`src/rtl/operand_fetch_seq_if.sv`:
```
// Bundle of request, register-file, write-back and ALU-side signals for operand_fetch_seq.
// slave = sequencer view, master = requester/register-file/ALU environment view.
interface operand_fetch_seq_if #(
  parameter int WIDTH = 16,
  parameter int OPW   = 2
);
  logic             in_valid;
  logic             in_ready;
  logic [2:0]       in_rn;
  logic [2:0]       in_rm;
  logic [2:0]       in_rd;
  logic [OPW-1:0]   in_op;
  logic             in_one_op;

  logic [2:0]       readnum;
  logic [WIDTH-1:0] rf_data;

  logic             wb_valid;
  logic [2:0]       wb_num;
  logic [WIDTH-1:0] wb_data;
  logic             write;
  logic [2:0]       writenum;
  logic [WIDTH-1:0] data_in;

  logic             out_valid;
  logic             out_ready;
  logic [WIDTH-1:0] out_a;
  logic [WIDTH-1:0] out_b;
  logic [2:0]       out_rd;
  logic [OPW-1:0]   out_op;

  modport slave (
    input  in_valid, in_rn, in_rm, in_rd, in_op, in_one_op,
    input  rf_data,
    input  wb_valid, wb_num, wb_data,
    input  out_ready,
    output in_ready, readnum,
    output write, writenum, data_in,
    output out_valid, out_a, out_b, out_rd, out_op
  );

  modport master (
    output in_valid, in_rn, in_rm, in_rd, in_op, in_one_op,
    output rf_data,
    output wb_valid, wb_num, wb_data,
    output out_ready,
    input  in_ready, readnum,
    input  write, writenum, data_in,
    input  out_valid, out_a, out_b, out_rd, out_op
  );
endinterface

```
`src/rtl/operand_fetch_seq.sv`:
```
// Operand fetch sequencer: reads A then B through the single register-file read port and
// hands them to the ALU; `define OPERAND_FWD_EN enables the same-cycle write-back bypass.
//
// state  | meaning
// IDLE   | ready for a new instruction, read port parked at R0
// READ_A | reading latched rn, capture into out_a
// READ_B | reading latched rm, capture into out_b
// HOLD   | operands valid toward ALU, waiting for out_ready
module operand_fetch_seq #(
  parameter int WIDTH = 16,
  parameter int OPW   = 2
) (
  input  logic                 clk,
  input  logic                 reset_n,
  operand_fetch_seq_if.slave   bus
);

  typedef enum logic [1:0] {
    IDLE   = 2'd0,
    READ_A = 2'd1,
    READ_B = 2'd2,
    HOLD   = 2'd3
  } state_t;

`ifdef OPERAND_FWD_EN
  localparam bit FWD_EN = 1'b1;
`else
  localparam bit FWD_EN = 1'b0;
`endif

  state_t           state_q, state_d;
  logic [WIDTH-1:0] a_q, a_d;
  logic [WIDTH-1:0] b_q, b_d;
  logic [2:0]       rd_q, rd_d;
  logic [OPW-1:0]   op_q, op_d;
  logic [2:0]       rn_q, rn_d;
  logic [2:0]       rm_q, rm_d;
  logic             one_q, one_d;

  logic             hit_rn;
  logic             hit_rm;
  logic             in_ready;
  logic             out_valid;
  logic [2:0]       readnum;

  // Write-back goes straight to the register file, independent of state and reset.
  assign bus.write    = bus.wb_valid;
  assign bus.writenum = bus.wb_num;
  assign bus.data_in  = bus.wb_data;

  assign hit_rn = FWD_EN && bus.wb_valid && (bus.wb_num == rn_q);
  assign hit_rm = FWD_EN && bus.wb_valid && (bus.wb_num == rm_q);

  always_ff @(posedge clk or negedge reset_n) begin
    if (!reset_n) begin
      state_q <= IDLE;
      a_q     <= '0;
      b_q     <= '0;
      rd_q    <= '0;
      op_q    <= '0;
      rn_q    <= '0;
      rm_q    <= '0;
      one_q   <= 1'b0;
    end else begin
      state_q <= state_d;
      a_q     <= a_d;
      b_q     <= b_d;
      rd_q    <= rd_d;
      op_q    <= op_d;
      rn_q    <= rn_d;
      rm_q    <= rm_d;
      one_q   <= one_d;
    end
  end

  always_comb begin
    state_d   = state_q;
    a_d       = a_q;
    b_d       = b_q;
    rd_d      = rd_q;
    op_d      = op_q;
    rn_d      = rn_q;
    rm_d      = rm_q;
    one_d     = one_q;
    in_ready  = 1'b0;
    out_valid = 1'b0;
    readnum   = 3'd0;

    unique case (state_q)
      IDLE: begin
        in_ready = 1'b1;
        if (bus.in_valid) begin
          rn_d    = bus.in_rn;
          rm_d    = bus.in_rm;
          rd_d    = bus.in_rd;
          op_d    = bus.in_op;
          one_d   = bus.in_one_op;
          state_d = READ_A;
        end
      end

      READ_A: begin
        readnum = rn_q;
        a_d     = hit_rn ? bus.wb_data : bus.rf_data;
        if (one_q) begin
          b_d     = '0;
          state_d = HOLD;
        end else begin
          state_d = READ_B;
        end
      end

      READ_B: begin
        readnum = rm_q;
        b_d     = hit_rm ? bus.wb_data : bus.rf_data;
        state_d = HOLD;
      end

      HOLD: begin
        out_valid = 1'b1;
        // Forwarded updates keep held operands coherent with the register file.
        if (hit_rn) a_d = bus.wb_data;
        if (hit_rm && !one_q) b_d = bus.wb_data;
        if (bus.out_ready) state_d = IDLE;
      end

      default: state_d = IDLE;
    endcase
  end

  assign bus.in_ready  = in_ready;
  assign bus.out_valid = out_valid;
  assign bus.readnum   = readnum;
  assign bus.out_a     = a_q;
  assign bus.out_b     = b_q;
  assign bus.out_rd    = rd_q;
  assign bus.out_op    = op_q;

endmodule

```
`src/flat_wrapper.sv`:
```
// flat-port wrapper written by rule: the top's interface ports become plain ports
module operand_fetch_seq_flat 
#(
  parameter int WIDTH = 16,
  parameter int OPW   = 2
)
  (clk, reset_n, bus_in_valid, bus_in_rn, bus_in_rm, bus_in_rd, bus_in_op, bus_in_one_op, bus_rf_data, bus_wb_valid, bus_wb_num, bus_wb_data, bus_out_ready, bus_in_ready, bus_readnum, bus_write, bus_writenum, bus_data_in, bus_out_valid, bus_out_a, bus_out_b, bus_out_rd, bus_out_op);
  operand_fetch_seq_if #(.WIDTH(WIDTH), .OPW(OPW)) bus_i ();
  input  logic clk;
  input  logic reset_n;
  input wire logic [$bits(bus_i.in_valid)-1:0] bus_in_valid;
  input wire logic [$bits(bus_i.in_rn)-1:0] bus_in_rn;
  input wire logic [$bits(bus_i.in_rm)-1:0] bus_in_rm;
  input wire logic [$bits(bus_i.in_rd)-1:0] bus_in_rd;
  input wire logic [$bits(bus_i.in_op)-1:0] bus_in_op;
  input wire logic [$bits(bus_i.in_one_op)-1:0] bus_in_one_op;
  input wire logic [$bits(bus_i.rf_data)-1:0] bus_rf_data;
  input wire logic [$bits(bus_i.wb_valid)-1:0] bus_wb_valid;
  input wire logic [$bits(bus_i.wb_num)-1:0] bus_wb_num;
  input wire logic [$bits(bus_i.wb_data)-1:0] bus_wb_data;
  input wire logic [$bits(bus_i.out_ready)-1:0] bus_out_ready;
  output wire logic [$bits(bus_i.in_ready)-1:0] bus_in_ready;
  output wire logic [$bits(bus_i.readnum)-1:0] bus_readnum;
  output wire logic [$bits(bus_i.write)-1:0] bus_write;
  output wire logic [$bits(bus_i.writenum)-1:0] bus_writenum;
  output wire logic [$bits(bus_i.data_in)-1:0] bus_data_in;
  output wire logic [$bits(bus_i.out_valid)-1:0] bus_out_valid;
  output wire logic [$bits(bus_i.out_a)-1:0] bus_out_a;
  output wire logic [$bits(bus_i.out_b)-1:0] bus_out_b;
  output wire logic [$bits(bus_i.out_rd)-1:0] bus_out_rd;
  output wire logic [$bits(bus_i.out_op)-1:0] bus_out_op;
  assign bus_i.in_valid = bus_in_valid;
  assign bus_i.in_rn = bus_in_rn;
  assign bus_i.in_rm = bus_in_rm;
  assign bus_i.in_rd = bus_in_rd;
  assign bus_i.in_op = bus_in_op;
  assign bus_i.in_one_op = bus_in_one_op;
  assign bus_i.rf_data = bus_rf_data;
  assign bus_i.wb_valid = bus_wb_valid;
  assign bus_i.wb_num = bus_wb_num;
  assign bus_i.wb_data = bus_wb_data;
  assign bus_i.out_ready = bus_out_ready;
  assign bus_in_ready = bus_i.in_ready;
  assign bus_readnum = bus_i.readnum;
  assign bus_write = bus_i.write;
  assign bus_writenum = bus_i.writenum;
  assign bus_data_in = bus_i.data_in;
  assign bus_out_valid = bus_i.out_valid;
  assign bus_out_a = bus_i.out_a;
  assign bus_out_b = bus_i.out_b;
  assign bus_out_rd = bus_i.out_rd;
  assign bus_out_op = bus_i.out_op;
  operand_fetch_seq #(.WIDTH(WIDTH), .OPW(OPW)) u_core (.clk(clk), .reset_n(reset_n), .bus(bus_i));
endmodule
```
`config.mk`:
```
export PLATFORM = sky130hd
export DESIGN_NAME = operand_fetch_seq_flat
export DESIGN_NICKNAME = d
export VERILOG_FILES = /design/src/rtl/operand_fetch_seq_if.sv /design/src/rtl/operand_fetch_seq.sv /design/src/flat_wrapper.sv
export SDC_FILE = /design/constraint.sdc
export NUM_CORES = 1
export LEC_CHECK = 0
export CORE_MARGIN = 5
export CORE_UTILIZATION = 26
export CTS_CLUSTER_SIZE = 25
export DETAILED_ROUTE_END_ITERATION = 6
export PLACE_DENSITY = 0.67
export SYNTH_ARGS = -nofsm -noshare
export SYNTH_HDL_FRONTEND = slang
export SYNTH_SLANG_ARGS = --single-unit
export TNS_END_PERCENT = 5
```
`constraint.sdc`:
```
create_clock -name clk -period 1.5 [get_ports clk]
set_clock_uncertainty 0.1 [all_clocks]
set_input_delay 0.225 -clock clk [delete_from_list [all_inputs] [get_ports clk]]
set_output_delay 0.225 -clock clk [all_outputs]
set_load 0.1 [all_outputs]
```
==> qor.yml, run 1 <==
violations: "negative setup slack"
wire_per_inst_um: 14.3
fin_nets: 299
netlist_area_mm2: 0.00205
hpwl_um: 3800
cts_made_buffers: 5
wirelength_um: 4910
io_pins: 114
grt_pass1_vias: 1601
r2r_cells: 6
finalHoldViolCount: 0
cts.path.max_buffers: 2
timing.fmax_mhz: 563
dieArea_mm2: 0.00977
timing.final.crit_share_pct: 119
design_area_mm2: 0.00357
final_util_pct: 46.4
cts_sinks: 46
status: "finished with violations"
overflow: 0
clock_latency_ns: 0.29
cts_max_level: 2
setup_slack_ns: -0.278
grt_usage_pct: 10.3
grt.met3_usage_pct: 3.61
grt_max_degree: 33
syn-num-nets: 232
place_area_mm2: 0.00336
synth_cells: 174
maxCapViolCount: 0
synthTopCellsByArea: "dfrtp_1 56%, mux2_2 16%, buf_4 8.0%"
yosysWarnings: 0
syn_avg_cell_area_um2: 11.8
antenna_found_initial: 0
cts_tree: "built"
portBuffers: 73
cp.arrival_ns: 1.45
rsz0062_at_grt: "true"
cp-start-kind: "flop"
cts-root-buf: "clkbuf_8"
area_growth_pct: 74.0
required_ns: 1.17
drc: 0
crit_start: "u_core.state_q[0]"
netlist-cell-type-count: 18
reg2reg_from: "u_core.state_q[1]"
grt.busiest_layer: "met2"
layout-drive-gt1-share_pct: 47.1
setup_viol: 38
die_y_um: 98.8
cts.reportedPaths.clkPinSlew_ns: 0.09
diodes: 0
critPathKind: "flop to output port"
yosysSeqAreaShare_pct: 56.1
relSlewSlack_pct: 79.9
core-area_mm2: 0.00769
cp_max_fo: 4
viasPerCell: 4.23
slowest_stage: "dfrtp_2"
grt_pass1_wl_um: 8130
start_util_pct: 26.7
synth_top_area_share_pct: 56.1
first_pass_iters: 4
grtUsageMet2_pct: 17.7
drt_iter0_drc: 15
slowest_delay_ns: 0.45
grtUsageMet1_pct: 12.1
drv_slew: 0
end_kind: "output port"
hold_slack_ns: 0.350
synth-seq-cells: 46
setup_tns_ns: -3.87
tightest_slew_ns: 0.301
antenna_left: 0
globalplace.congestion: 0.699
synth_top_area_cell: "dfrtp_1"
rows: 32
cp_cell_sequence: "inv_4 -> ha_4 -> a22oi_2 -> nor2b_4 -> buf_12"
vias: 1456
die_w_um: 98.8
period_needed_ns: 1.78
worstHoldPathType: "primary input to asynchronous set/reset pin"
routing by layer:
| layer | vias up | share of wire (%) |
|---|---|---|
| li1 | 688 | - |
| met1 | 688 | 41 |
| met2 | 63 | 50 |
| met3 | 17 | 8.0 |
| met4 | 0 | 1.8 |
| met5 | - | 0 |
cells in the final DEF (no fill, tap or decap), types with 3 or more instances in the layout:
| cell type | synthesis | final |
|---|---|---|
| o21ai_0 | 9 | 9 |
| ha_4 | 0 | 4 |
| dfrtp_1 | 46 | 44 |
| nand2_1 | 34 | 32 |
| buf_12 | 0 | 46 |
| o21ai_1 | 7 | 7 |
| mux2_2 | 29 | 29 |
| nor2b_4 | 0 | 3 |
| clkdlybuf4s50_1 | 0 | 30 |
| a22oi_2 | 0 | 3 |
| buf_4 | 22 | 8 |
| clkbuf_8 | 0 | 6 |
cells in the mapped netlist:
library cell   n
o31ai_1        1
inv_1          2
a22oi_1        3
o21ai_1        7
mux2i_1        1
a21oi_1        1
nor2_1         1
buf_4         22
clkbuf_2       1
buf_2          5
a31o_2         1
mux2_2        29
ha_1           6
dfrtp_1       46
nor2b_1        3
o21ai_0        9
nand2_1       34
nand2b_1       2
final cells by class:
class	instances	area [um2]
timing repair buffer	88	1320
tap	102	128
fill	717	4120
clock buffer	6	82.6
inverter	2	12.5
sequential	46	1150
multi-input combinational	98	815
clock inverter	2	60.1
flip-flops by register name, indices dropped and copies added (netlist names):
signal,cells
u_core.bus.out_a,16
u_core.bus.out_b,16
u_core.bus.out_rd,3
u_core.rm_q,3
u_core.rn_q,3
u_core.bus.out_op,2
u_core.state_q,2
u_core.one_q,1
worst max-delay path: cells and delay by family, from the launching register on:
family | cells | cell delay, ns
flip-flops | 1 | 0.45
AND/OR/NAND/NOR | 1 | 0.15
adder cells (fa/ha/maj) | 1 | 0.18
AO/OA/AOI/OAI | 1 | 0.10
buffers and inverters | 2 | 0.27
stage by stage:
stage / cells / worst slack (ns)
final: 344 / -0.278
after global routing: 344 / -0.354
after CTS: 344 / -0.284
after detailed placement: 333 / -0.0540
after global placement: 333 / 0.00751
after floorplan: 174 / -0.205
worst paths after layout:
kind | endpoint | slack (ns)
worst max register to register | u_core.bus.out_b[14] | -0.14
worst max-delay path | bus_readnum[2] | -0.28
worst min register to register | u_core.rn_q[0] | 0.43
max in group asynchronous | u_core.state_q[1] | 0.69
min in group clk | bus_data_in[3] | 0.35
worst min-delay path | u_core.bus.out_b[9] | 0.35
repair_timing:
item / in CTS / in global routing
endpoints found under the hold margin: 46 / 0
cloned: 0 / 0
endpoints found under the setup margin: 22 / 39
setup buffers: 2 / 0
resized for setup: 5 / 3
pin swaps: 6 / 0
hold buffers: 1 / 0
cells by family after synthesis:
group	Yosys count	share of synthesized area, %
and+or+nand+nor	40	7.93
adders and majority gates	6	3.66
muxes	30	16.4
DFF	46	56.1
AOI/OAI and AO/OA	22	6.04
buffers and inverters	30	9.88
Power of run 1 is not shown: default switching activity piles up to over one toggle a cycle in this logic, so the estimate is an artifact.
==> run 2, diff against run 1 <==
Settings changed: SLEW_MARGIN set to 0.
==> results of run 2 <==
No change in the layout: final DEF, timing and power equal those of run 1.
Power of run 2 is left out for the same reason.
==> run 3, diff against run 2 <==
Settings changed: CAP_MARGIN set to 0, CORE_ASPECT_RATIO set to 1.25.
==> qor.yml, run 3 (synthesis gave the netlist of run 1 again) <==
status: "finished with violations"
violations: "negative setup slack"
portBuffers: 73
cp.arrival_ns: 1.43
drv_slew: 0
grt_pass1_vias: 1537
mostFrequentLayoutCell: "buf_12"
worstHoldPathType: "primary input to asynchronous set/reset pin"
wire_per_inst_um: 13.6
cts.path.max_buffers: 2
rsz0062_at_grt: "true"
first_pass_iters: 2
required_ns: 1.17
viasPerCell: 4.32
antenna_left: 0
place_area_mm2: 0.00337
antenna_found_initial: 0
dieArea_mm2: 0.00978
core-area_mm2: 0.00775
cp_max_fo: 4
fillers: 712
timing.final.crit_share_pct: 117
grt.met3_usage_pct: 3.00
cts_max_level: 2
diodes: 0
die_w_um: 89.5
cts_tree: "built"
grt_pass1_wl_um: 7660
grtUsageMet1_pct: 12.2
grt.busiest_layer: "met2"
layout-drive-gt1-share_pct: 45.7
grt_usage_pct: 10.0
setup_slack_ns: -0.257
area_growth_pct: 70.3
grtUsageMet2_pct: 16.5
globalplace.congestion: 0.686
design_area_mm2: 0.00349
tightest_slew_ns: 0.248
relSlewSlack_pct: 83.5
drt_iter0_drc: 19
wirelength_um: 4580
final_util_pct: 45.1
overflow: 0
drc: 0
setup_viol: 37
cts.reportedPaths.clkPinSlew_ns: 0.08
grt_max_degree: 47
hpwl_um: 3560
finalHoldViolCount: 0
final_cell_mix: "46 x buf_12, 44 x dfrtp_1, 33 x nand2_1"
cts_made_buffers: 5
io_pins: 114
critPathKind: "flop to output port"
rows: 36
timing.fmax_mhz: 569
clock_latency_ns: 0.29
cts-root-buf: "clkbuf_8"
maxCapViolCount: 0
die_y_um: 109
cts_sinks: 46
cp-start-kind: "flop"
period_needed_ns: 1.76
vias: 1459
fin_nets: 300
end_kind: "output port"
start_util_pct: 26.5
-- run 3: cell types whose count changed in the layout (fill, tap and decap cells not counted) --
cell,change
a21oi_1,+1
a21oi_2,-1
buf_4,+1
bufinv_16,-2
clkbuf_1,+1
clkinv_2,+1
mux2i_2,+1
mux2i_4,-1
nand2_1,+1
nand2_2,-1
nand2b_1,+1
nand2b_4,-1
-- run 3: area by class of cell --
| class | instances | area [um2] | share of cell area (%) |
|---|---|---|---|
| multi-input combinational | 98 | 792 | 22.7 |
| tap | 95 | 119 | 3.40 |
| clock inverter | 1 | 5.00 | 0.143 |
| timing repair buffer | 89 | 1330 | 38.0 |
| clock buffer | 7 | 86.3 | 2.47 |
| inverter | 2 | 12.5 | 0.358 |
| sequential | 46 | 1150 | 33.0 |
-- run 3: path summary, 6_finish.rpt --
check / start / end / slack, ns / cells past startpoint
setup / recovery: u_core.state_q[0] / bus_readnum[0] / -0.26 / 5
hold / removal: reset_n / u_core.bus.out_a[15] / 0.35 / 3
setup reg to reg: u_core.state_q[1] / u_core.bus.out_b[5] / -0.16 / 6
hold reg to reg: u_core.rn_q[1] / u_core.rn_q[1] / 0.43 / 1
max in group asynchronous: reset_n / u_core.state_q[1] / 0.73 / 3
min in group clk: bus_wb_data[5] / bus_data_in[5] / 0.35 / 0
-- run 3: what timing repair did --
| action | in CTS | in global routing |
|---|---|---|
| hold buffers | 1 | 0 |
| pin swaps | 5 | 0 |
| buffers inserted | 1 | 0 |
| setup endpoints to repair | 21 | 40 |
| resized for setup | 4 | 0 |
| hold endpoints to repair | 46 | 0 |
-- run 3: worst max-delay path, stage by stage, from the launching register on --
cell,delay [ns]
dfrtp_2,0.44
buf_6,0.13
ha_4,0.17
a22oi_2,0.17
nor2b_4,0.07
buf_12,0.16
-- run 3: stage by stage --
stage / setup WS [ns] / setup TNS [ns] / hold slack (ns) / std cells
floorplan: -0.205 / -2.60 / -0.171 / 174
global placement: -0.000416 / -0.000416 / 0.125 / 328
detailed placement: -0.0535 / -0.564 / 0.132 / 328
CTS: -0.286 / -4.68 / 0.345 / 338
global route: -0.325 / -6.90 / 0.350 / 338
finish: -0.257 / -4.07 / 0.350 / 338
-- run 3: metal layers --
layer / vias up / part of all wire (%)
met1: 688 / 38
li1: 691 / -
met3: 16 / 8.4
met2: 64 / 51
met5: - / 0
met4: 0 / 2.6
Power of run 3 is left out for the same reason.
